<file path="src/rtl/push_button_conditioner.sv">
// Debounces the four active-low board push-buttons and turns them into clean
// press / release / auto-repeat pulses, paced by a locally generated 1 ms tick.
module push_button_conditioner #(
  parameter int TICK_PERIOD = 50000,
  parameter int SHIFT_LEN   = 10,
  parameter int HOLD_MS     = 500,
  parameter int REPEAT_MS   = 100
) (
  input  logic       CLOCK_50_I,
  input  logic       reset,
  input  logic [3:0] PUSH_BUTTON_N_I,
  output logic       tick_1ms_o,
  output logic [3:0] button_status_o,
  output logic [3:0] press_pulse_o,
  output logic [3:0] release_pulse_o,
  output logic [3:0] held_o
);

  localparam int NUM_BUTTONS = 4;
  localparam int DIV_W       = (TICK_PERIOD > 1) ? $clog2(TICK_PERIOD) : 1;
  localparam int MAX_MS      = (HOLD_MS > REPEAT_MS) ? HOLD_MS : REPEAT_MS;
  localparam int CNT_W       = (MAX_MS > 1) ? $clog2(MAX_MS) : 1;

  localparam logic [DIV_W-1:0] DIV_LAST    = DIV_W'(TICK_PERIOD - 1);
  localparam logic [CNT_W-1:0] HOLD_LAST   = CNT_W'(HOLD_MS - 1);
  localparam logic [CNT_W-1:0] REPEAT_LAST = CNT_W'(REPEAT_MS - 1);

  typedef enum logic [1:0] {
    ST_IDLE,
    ST_PRESSED,
    ST_REPEAT
  } btn_state_t;

  logic [NUM_BUTTONS-1:0] sync_meta;
  logic [NUM_BUTTONS-1:0] sync_q;
  logic [DIV_W-1:0]       div_cnt;
  logic                   tick;

  logic [SHIFT_LEN-1:0] shift_q [NUM_BUTTONS];
  logic [SHIFT_LEN-1:0] shift_d [NUM_BUTTONS];
  btn_state_t           state_q [NUM_BUTTONS];
  btn_state_t           state_d [NUM_BUTTONS];
  logic [CNT_W-1:0]     cnt_q   [NUM_BUTTONS];
  logic [CNT_W-1:0]     cnt_d   [NUM_BUTTONS];

  logic [NUM_BUTTONS-1:0] status_d;
  logic [NUM_BUTTONS-1:0] press_d;
  logic [NUM_BUTTONS-1:0] release_d;

  // Buttons are asynchronous to the clock; invert to active-high and resync.
  // NOTE: sequential state uses non-blocking (<=) so every flop samples the
  // pre-edge value of its neighbours; always_comb logic uses blocking (=).
  always_ff @(posedge CLOCK_50_I) begin
    if (reset) begin
      sync_meta <= '0;
      sync_q    <= '0;
    end else begin
      sync_meta <= ~PUSH_BUTTON_N_I;
      sync_q    <= sync_meta;
    end
  end

  assign tick       = (div_cnt == DIV_LAST);
  assign tick_1ms_o = tick;

  always_ff @(posedge CLOCK_50_I) begin
    if (reset) begin
      div_cnt <= '0;
    end else if (tick) begin
      div_cnt <= '0;
    end else begin
      div_cnt <= div_cnt + DIV_W'(1);
    end
  end

  // Status and FSM decisions are made from the post-shift register contents so
  // that the registered status and pulses appear in the cycle after the tick.
  // NOTE: every signal written here gets a default first, so no path through
  // the block can leave one unassigned and infer a latch.
  always_comb begin
    for (int b = 0; b < NUM_BUTTONS; b++) begin
      shift_d[b]   = shift_q[b];
      status_d[b]  = button_status_o[b];
      state_d[b]   = state_q[b];
      cnt_d[b]     = cnt_q[b];
      press_d[b]   = 1'b0;
      release_d[b] = 1'b0;

      if (tick) begin
        shift_d[b] = SHIFT_LEN'({shift_q[b], sync_q[b]});
        if (&shift_d[b]) begin
          status_d[b] = 1'b1;
        end else if (~|shift_d[b]) begin
          status_d[b] = 1'b0;
        end

        // A falling status is tested before any expiry so a release always
        // pre-empts a hold or repeat pulse landing on the same tick.
        case (state_q[b])
          ST_IDLE: begin
            if (status_d[b]) begin
              state_d[b] = ST_PRESSED;
              press_d[b] = 1'b1;
              cnt_d[b]   = '0;
            end
          end
          ST_PRESSED: begin
            if (!status_d[b]) begin
              state_d[b]   = ST_IDLE;
              release_d[b] = 1'b1;
              cnt_d[b]     = '0;
            end else if (cnt_q[b] == HOLD_LAST) begin
              state_d[b] = ST_REPEAT;
              press_d[b] = 1'b1;
              cnt_d[b]   = '0;
            end else begin
              cnt_d[b] = cnt_q[b] + CNT_W'(1);
            end
          end
          ST_REPEAT: begin
            if (!status_d[b]) begin
              state_d[b]   = ST_IDLE;
              release_d[b] = 1'b1;
              cnt_d[b]     = '0;
            end else if (cnt_q[b] == REPEAT_LAST) begin
              press_d[b] = 1'b1;
              cnt_d[b]   = '0;
            end else begin
              cnt_d[b] = cnt_q[b] + CNT_W'(1);
            end
          end
          default: begin
            state_d[b] = ST_IDLE;
            cnt_d[b]   = '0;
          end
        endcase
      end
    end
  end

  // NOTE: the shift registers are reset on purpose: a button held through
  // reset must be re-qualified by a full window of fresh samples.
  always_ff @(posedge CLOCK_50_I) begin
    if (reset) begin
      for (int b = 0; b < NUM_BUTTONS; b++) begin
        shift_q[b] <= '0;
        state_q[b] <= ST_IDLE;
        cnt_q[b]   <= '0;
      end
      button_status_o <= '0;
      press_pulse_o   <= '0;
      release_pulse_o <= '0;
    end else begin
      for (int b = 0; b < NUM_BUTTONS; b++) begin
        shift_q[b] <= shift_d[b];
        state_q[b] <= state_d[b];
        cnt_q[b]   <= cnt_d[b];
      end
      button_status_o <= status_d;
      press_pulse_o   <= press_d;
      release_pulse_o <= release_d;
    end
  end

  always_comb begin
    for (int b = 0; b < NUM_BUTTONS; b++) begin
      held_o[b] = (state_q[b] == ST_REPEAT);
    end
  end

endmodule

</file>
<file path="config.mk">
export PLATFORM = sky130hd
export DESIGN_NAME = push_button_conditioner
export DESIGN_NICKNAME = d
export VERILOG_FILES = /design/src/rtl/push_button_conditioner.sv
export SDC_FILE = /design/constraint.sdc
export NUM_CORES = 1
export LEC_CHECK = 0
export BUFFER_PORTS_ARGS = -buffer_cell sky130_fd_sc_hd__buf_2
export CORE_ASPECT_RATIO = 0.6
export CORE_MARGIN = 5
export CORE_UTILIZATION = 50
export CTS_CLUSTER_SIZE = 30
export DETAILED_ROUTE_END_ITERATION = 8
export HOLD_SLACK_MARGIN = 0.05
export MAX_ROUTING_LAYER = met4
export PLACE_DENSITY = 0.73
export SYNTH_ARGS = -nofsm -noshare
export SYNTH_HDL_FRONTEND = slang
export SYNTH_SLANG_ARGS = --single-unit
</file>
<file path="constraint.sdc">
create_clock -name CLOCK_50_I -period 5.15 [get_ports CLOCK_50_I]
set_input_delay 0.2575 -clock CLOCK_50_I [delete_from_list [all_inputs] [get_ports CLOCK_50_I]]
set_output_delay 0.2575 -clock CLOCK_50_I [all_outputs]
set_load 0.05 [all_outputs]
</file>
======== Word level (Yosys, flattened, before mapping) ========
Memories as Yosys holds them, arrays and structs flattened.
Index checks and enable logic that the tools add are counted.
cells by class
  $add $sub $neg .......................... 5
  equality and inequality tests ........... 17
  multiplexer cells ....................... 111
  bitwise logic cells ..................... 18
  reduce and logical (&&, ||, !) cells .... 22
operators by type and width
  cell                                                                    count
  9-bit 2-to-1 mux                                                        28
  9-bit one-hot mux with 3 select lines                                   4
  10-bit 2-to-1 mux                                                       8
  2-bit 2-to-1 mux                                                        24
  10-bit AND reduction                                                    4
  10-bit OR reduction                                                     4
  1-bit 2-to-1 mux                                                        39
  9-bit by 1-bit adder with 9-bit output (second input constant)          4
  9-bit by 7-bit equality test with 1-bit output (second input constant)  4
  9-bit equality test (second input constant)                             4
  2-bit one-hot mux with 3 select lines                                   4
  16-bit by 1-bit adder with 16-bit output (second input constant)        1
  16-bit equality test (second input constant)                            1
  1-bit bitwise OR                                                        12
  1-bit one-hot mux with 3 select lines                                   4
  2-bit OR reduction                                                      6
  3-bit OR reduction                                                      4
  2-bit by 1-bit equality test with 1-bit output (second input constant)  4
  2-bit equality test (second input constant)                             4
  2-bit logical NOT                                                       4
  1-bit inverter                                                          5
  4-bit inverter                                                          1
word-level totals
  flip-flop bits (word level) ............. 36
  bits in writable memories ............... 84
  input bits .............................. 6
  output and inout bits ................... 17
  word-level logic and storage cells ...... 185
  memories kept ........................... 3
memory list
  memory   words  bits a word  rd ports  clocked after memory_dff  write ports  RTL line  source
  shift_q  4      10           4         0                         4            39        logic [SHIFT_LEN-1:0] shift_q [NUM_BUTTONS];
  cnt_q    4      9            4         0                         4            43        logic [CNT_W-1:0] cnt_q [NUM_BUTTONS];
  state_q  4      2            4         0                         4            41        btn_state_t state_q [NUM_BUTTONS];

======== Logic depth before layout (Yosys ltp) ========
  word-level depth ........................ 8
  depth in mapped cells ................... 9
  mapped depth without buffers ............ 7

======== Worst setup path after synthesis ========
Ideal clock, no wire load.
  path kind ............................... reg2reg
  from .................................... register div_cnt[5]
  to ...................................... memory cnt_q[3][2] in the netlist's numbering
  library setup time ...................... 60 ps
  data arrival time ....................... 2232 ps
  data required time ...................... 5090 ps
  setup slack ............................. 2859 ps
  stages on the path, launching flop included .. 9
  buffers on the path ..................... 2
  period minus slack after synthesis ...... 2291 ps
  cells stage by stage .................... dfxtp_1 -> or4b_4 -> or4_4 -> buf_6 -> clkinv_8 -> nand2_1 -> buf_2 -> a2111oi_0 -> a21o_1
RTL lines
  element                 RTL line  source
  start, declared         36        logic [DIV_W-1:0] div_cnt;
  start signal, assigned  72        div_cnt <= div_cnt + DIV_W'(1);
  end, declared           43

==> results.txt <==
- The run finished with clean final reports.
- Cell internal power was estimated by the tool at 1.601 mW.
* Post-Route Setup TNS: 0 ps
- Fill cells in the final layout number 987.
- Number of antenna violations at the first check in global routing: 0
- The share of total power dissipated in combinational logic is 1.5%.
* Clock latency reported for the late side of the worst-skew pair: 410 ps
- Starting utilization of the core area: 50.53%
- Arrival time at the worst endpoint: 3130 ps
* Portion of netlist area occupied by mux cells: 0.1999%
- Max-cap violations in this run came to 0.
- The synthesized netlist devotes 4.665% of its cell area to adder and majority cells.
- By area the synthesized netlist is led by sky130_fd_sc_hd__dfxtp_1 41%, sky130_fd_sc_hd__nand2_1 7.8%, sky130_fd_sc_hd__a21oi_1 5.6%.
* Count leader, synth: sky130_fd_sc_hd__nand2_1
- Sequential cell area: 2322 sq um
- Residual DRC: 0
- For this run, the total global-route usage over all layers was measured as 21.06%.
- Number of global-route vias before repair: 4697
- Setup slack after layout: 2313 ps
- The die is 92.22 microns tall.
- Synth Area in Simple Gates: 28.41%
- Post-layout nets: 728
- The die is 147.0 microns wide.
- CP Max Fanout: 15
* Cell Pwr Density: 314.5 nW/um^2
- A synthesized cell averages 8.223 sq um.
* Number of antenna diodes: 0
- On the final layout, the worst hold slack is 434.4 ps.
- Counting every instance in the synthesized netlist gives 685.
- The pre-antenna-repair detailed-routing pass consisted of 6 iterations.
- LEAKAGE: 2.291 nW
- Post-placement worst setup slack: 2206 ps
- Final design instance area without fill: 6404 sq um
- WL per Instance: 16.02 microns
- By area, the combinational part of the netlist is dominated by simple AND/OR/NAND/NOR gates.
- The tree is rooted in a sky130_fd_sc_hd__clkbuf_16.
- Pin slew with the least headroom to its limit: 862.3 ps
- Category of the worst setup path launch point: flop
* Final Setup Violations: 0
- Total power draw: 2.014 mW
- Summing all multi-input logic gate instances after layout gives 3089 sq um.
- The first global-routing pass estimated 22.62 mm of wire.
- Setup repair after global routing left no endpoint under its margin.
- Maximum number of pins on one net before global-route repair: 76
- Number of top-level pins: 23
- For this design, the sink count on the clock tree is 116.
- For this run, the number of standard cells in the final layout without fillers is 855.
* Cell Count Post-Placement: 822
- Total nets after synthesis: 712
- Top cell type's share of synthesized area: 41.23%
* Placed inst area: 5823 sq um
- Standard-cell row count: 30
- Detailed-placement wirelength estimate: 9.086 mm
- No sink is reached through more buffers than the 2 on the longest clock path.
* Slew headroom: 42.02%
- Measured on the finished design, the core utilization comes to 57.44%.
- Data on the critical path is required at its endpoint by 5450 ps.
- Number of synthesized flops with an enable pin: 0
- sky130_fd_sc_hd__dfxtp_1 takes more of the synthesized area than any other cell.
* Power share of the sequential group: 45.0%
- In this run the power spent charging and discharging nets is 413.2 uW.
* Netlist Area Pre-Place: 5633 sq um
- The synthesized netlist devotes 18.84% of its cell area to compound gates.
- Sequential share of the synthesized area: 41.23%
- Synthesis inferred 116 register bits.
- Total congestion overflow after global routing: 0
- Share of flip-flops with an asynchronous set or reset: 0%
- The count of endpoints failing hold in the final timing report was 0.
* Worst setup path category: reg -> reg
* Deepest level of the CTS H-tree: 4
* Count of buffers inserted at the top-level ports: 22
* Relative contribution of the clock network to total power: 53.4%
- In this run switching power makes up 20.52% of total power.
- The number of gates resized after CTS was 0.
* Layout cells sized above 1: 9.705%
- Min-delay worst type: reg -> reg
- Endpoint type of the worst setup path: flop
- For this run, the number of Yosys warnings is 0.
* Core box area: 11150 sq um
* Clock transition at the registers of the reported paths: 50 ps
* Max Clock Skew: 7.175 ps
- Final worst path period need: 2837 ps
- Using the TritonRoute via totals, the vias-per-cell ratio works out to 6.018.
- Final Routed Wirelength: 13.69 mm
- Summing the areas of all xor and xnor instances in the mapped netlist gives 2.488% of the synthesized area.
* DR iter-0 viols: 587
- Max Transition Viols Final: 0
- Count of different cell masters after synthesis: 63
- TritonCTS built the clock tree.
* Floorplan die area: 13560 sq um
- Routed via count: 5145
- After layout, the worst path uses 55.09% of the clock period.
* Final weighted congestion in routability-driven placement: 0.8637
- Number of nets with antenna violations after detailed routing: 0
* Most instantiated cells after synthesis: 117 x sky130_fd_sc_hd__nand2_1, 116 x sky130_fd_sc_hd__dfxtp_1, 63 x sky130_fd_sc_hd__a21oi_1, 43 x sky130_fd_sc_hd__nor2_1, 28 x sky130_fd_sc_hd__nand3_1
- Achievable clock frequency: 352.4 MHz
* Number of buffers created by CTS: 17
- Most used flip-flop cell after synthesis: sky130_fd_sc_hd__dfxtp_1
* Area Overhead vs Synth: 13.68%
* Worst vdd ir: 0.0002789 V
-- power groups by stage --
stage          registers, mW  logic (mW)  clock network [mW]
2_1_floorplan          0.924      0.0202                   0
3_3_place_gp           0.925      0.0267                   0
3_5_place_dp           0.925      0.0280                   0
4_1_cts                0.906      0.0307                1.09
5_1_grt                0.906      0.0345                1.13
6_report               0.907      0.0310                1.08
-- timing repair --
item,CTS,global route
hold buffers,4,0
endpoints found under the setup margin,0,0
hold endpoints to repair,4,0
setup buffers,0,0
-- critical path: stages, from the launching register on --
cell	delay [ps]
sky130_fd_sc_hd__dfxtp_1	350
sky130_fd_sc_hd__ha_1	240
sky130_fd_sc_hd__nand3_1	240
sky130_fd_sc_hd__o41ai_4	900
sky130_fd_sc_hd__o41ai_2	370
sky130_fd_sc_hd__and2_1	260
sky130_fd_sc_hd__or3_1	350
-- cell usage in the layout (no fill, tap or decap), types with 6 or more instances in the layout --
cell type | netlist | layout
sky130_fd_sc_hd__nand2_1 | 117 | 117
sky130_fd_sc_hd__dfxtp_1 | 116 | 116
sky130_fd_sc_hd__a21oi_1 | 63 | 63
sky130_fd_sc_hd__nor2_1 | 43 | 43
sky130_fd_sc_hd__nand3_1 | 28 | 28
sky130_fd_sc_hd__o21ai_0 | 26 | 26
sky130_fd_sc_hd__inv_1 | 22 | 22
sky130_fd_sc_hd__buf_2 | 3 | 22
sky130_fd_sc_hd__ha_1 | 21 | 21
sky130_fd_sc_hd__clkbuf_16 | 0 | 17
sky130_fd_sc_hd__nand4_1 | 16 | 16
sky130_fd_sc_hd__and3_1 | 15 | 15
sky130_fd_sc_hd__or4_1 | 14 | 14
sky130_fd_sc_hd__a31oi_1 | 13 | 13
sky130_fd_sc_hd__nor4_1 | 13 | 12
sky130_fd_sc_hd__nor3_1 | 10 | 10
sky130_fd_sc_hd__or3_1 | 9 | 9
sky130_fd_sc_hd__xnor2_1 | 9 | 9
sky130_fd_sc_hd__o21a_1 | 8 | 8
sky130_fd_sc_hd__nor3b_1 | 7 | 7
sky130_fd_sc_hd__xor2_1 | 7 | 7
sky130_fd_sc_hd__and2_1 | 6 | 6
sky130_fd_sc_hd__nor2b_1 | 6 | 6
-- registers in the layout (all words and copies together), names as in the netlist --
signal	flops
sync_meta	4
press_pulse_o	4
shift_q	36
sync_q	4
div_cnt	16
button_status_o	4
release_pulse_o	4
cnt_q	36
state_q	8
-- per-layer routing --
layer,GRT usage [%],share of wire (%)
met5,-,0
met2,28.88,43
met1,29.26,50
met4,8.605,1.3
met3,5.630,6.2
-- final cells by class --
cell class,count,area share (%)
Clock buffer,23,7.464
Clock inverter,6,0.8597
Inverter,23,1.544
Multi-Input combinational cell,513,48.24
Sequential cell,116,36.26
Tap cell,144,2.814
Timing Repair Buffer,30,2.814
-- path summary, 6_finish.rpt --
check	slack, ps	depth (start not counted)	from	endpoint
min	430	1	sync_meta[2]	sync_q[2]
max	2310	6	div_cnt[0]	cnt_q[3][7]
min reg2reg	430	1	sync_meta[2]	sync_q[2]
max reg2reg	2310	6	div_cnt[0]	cnt_q[3][7]
-- cells by family after synthesis --
group           after synthesis
flops                       116
fa+ha+maj                    21
buf+inv                      56
simple gates                312
xor+xnor                     16
mux                           1
compound gates              163
No activity file was read; power rests on OpenSTA's default activity.
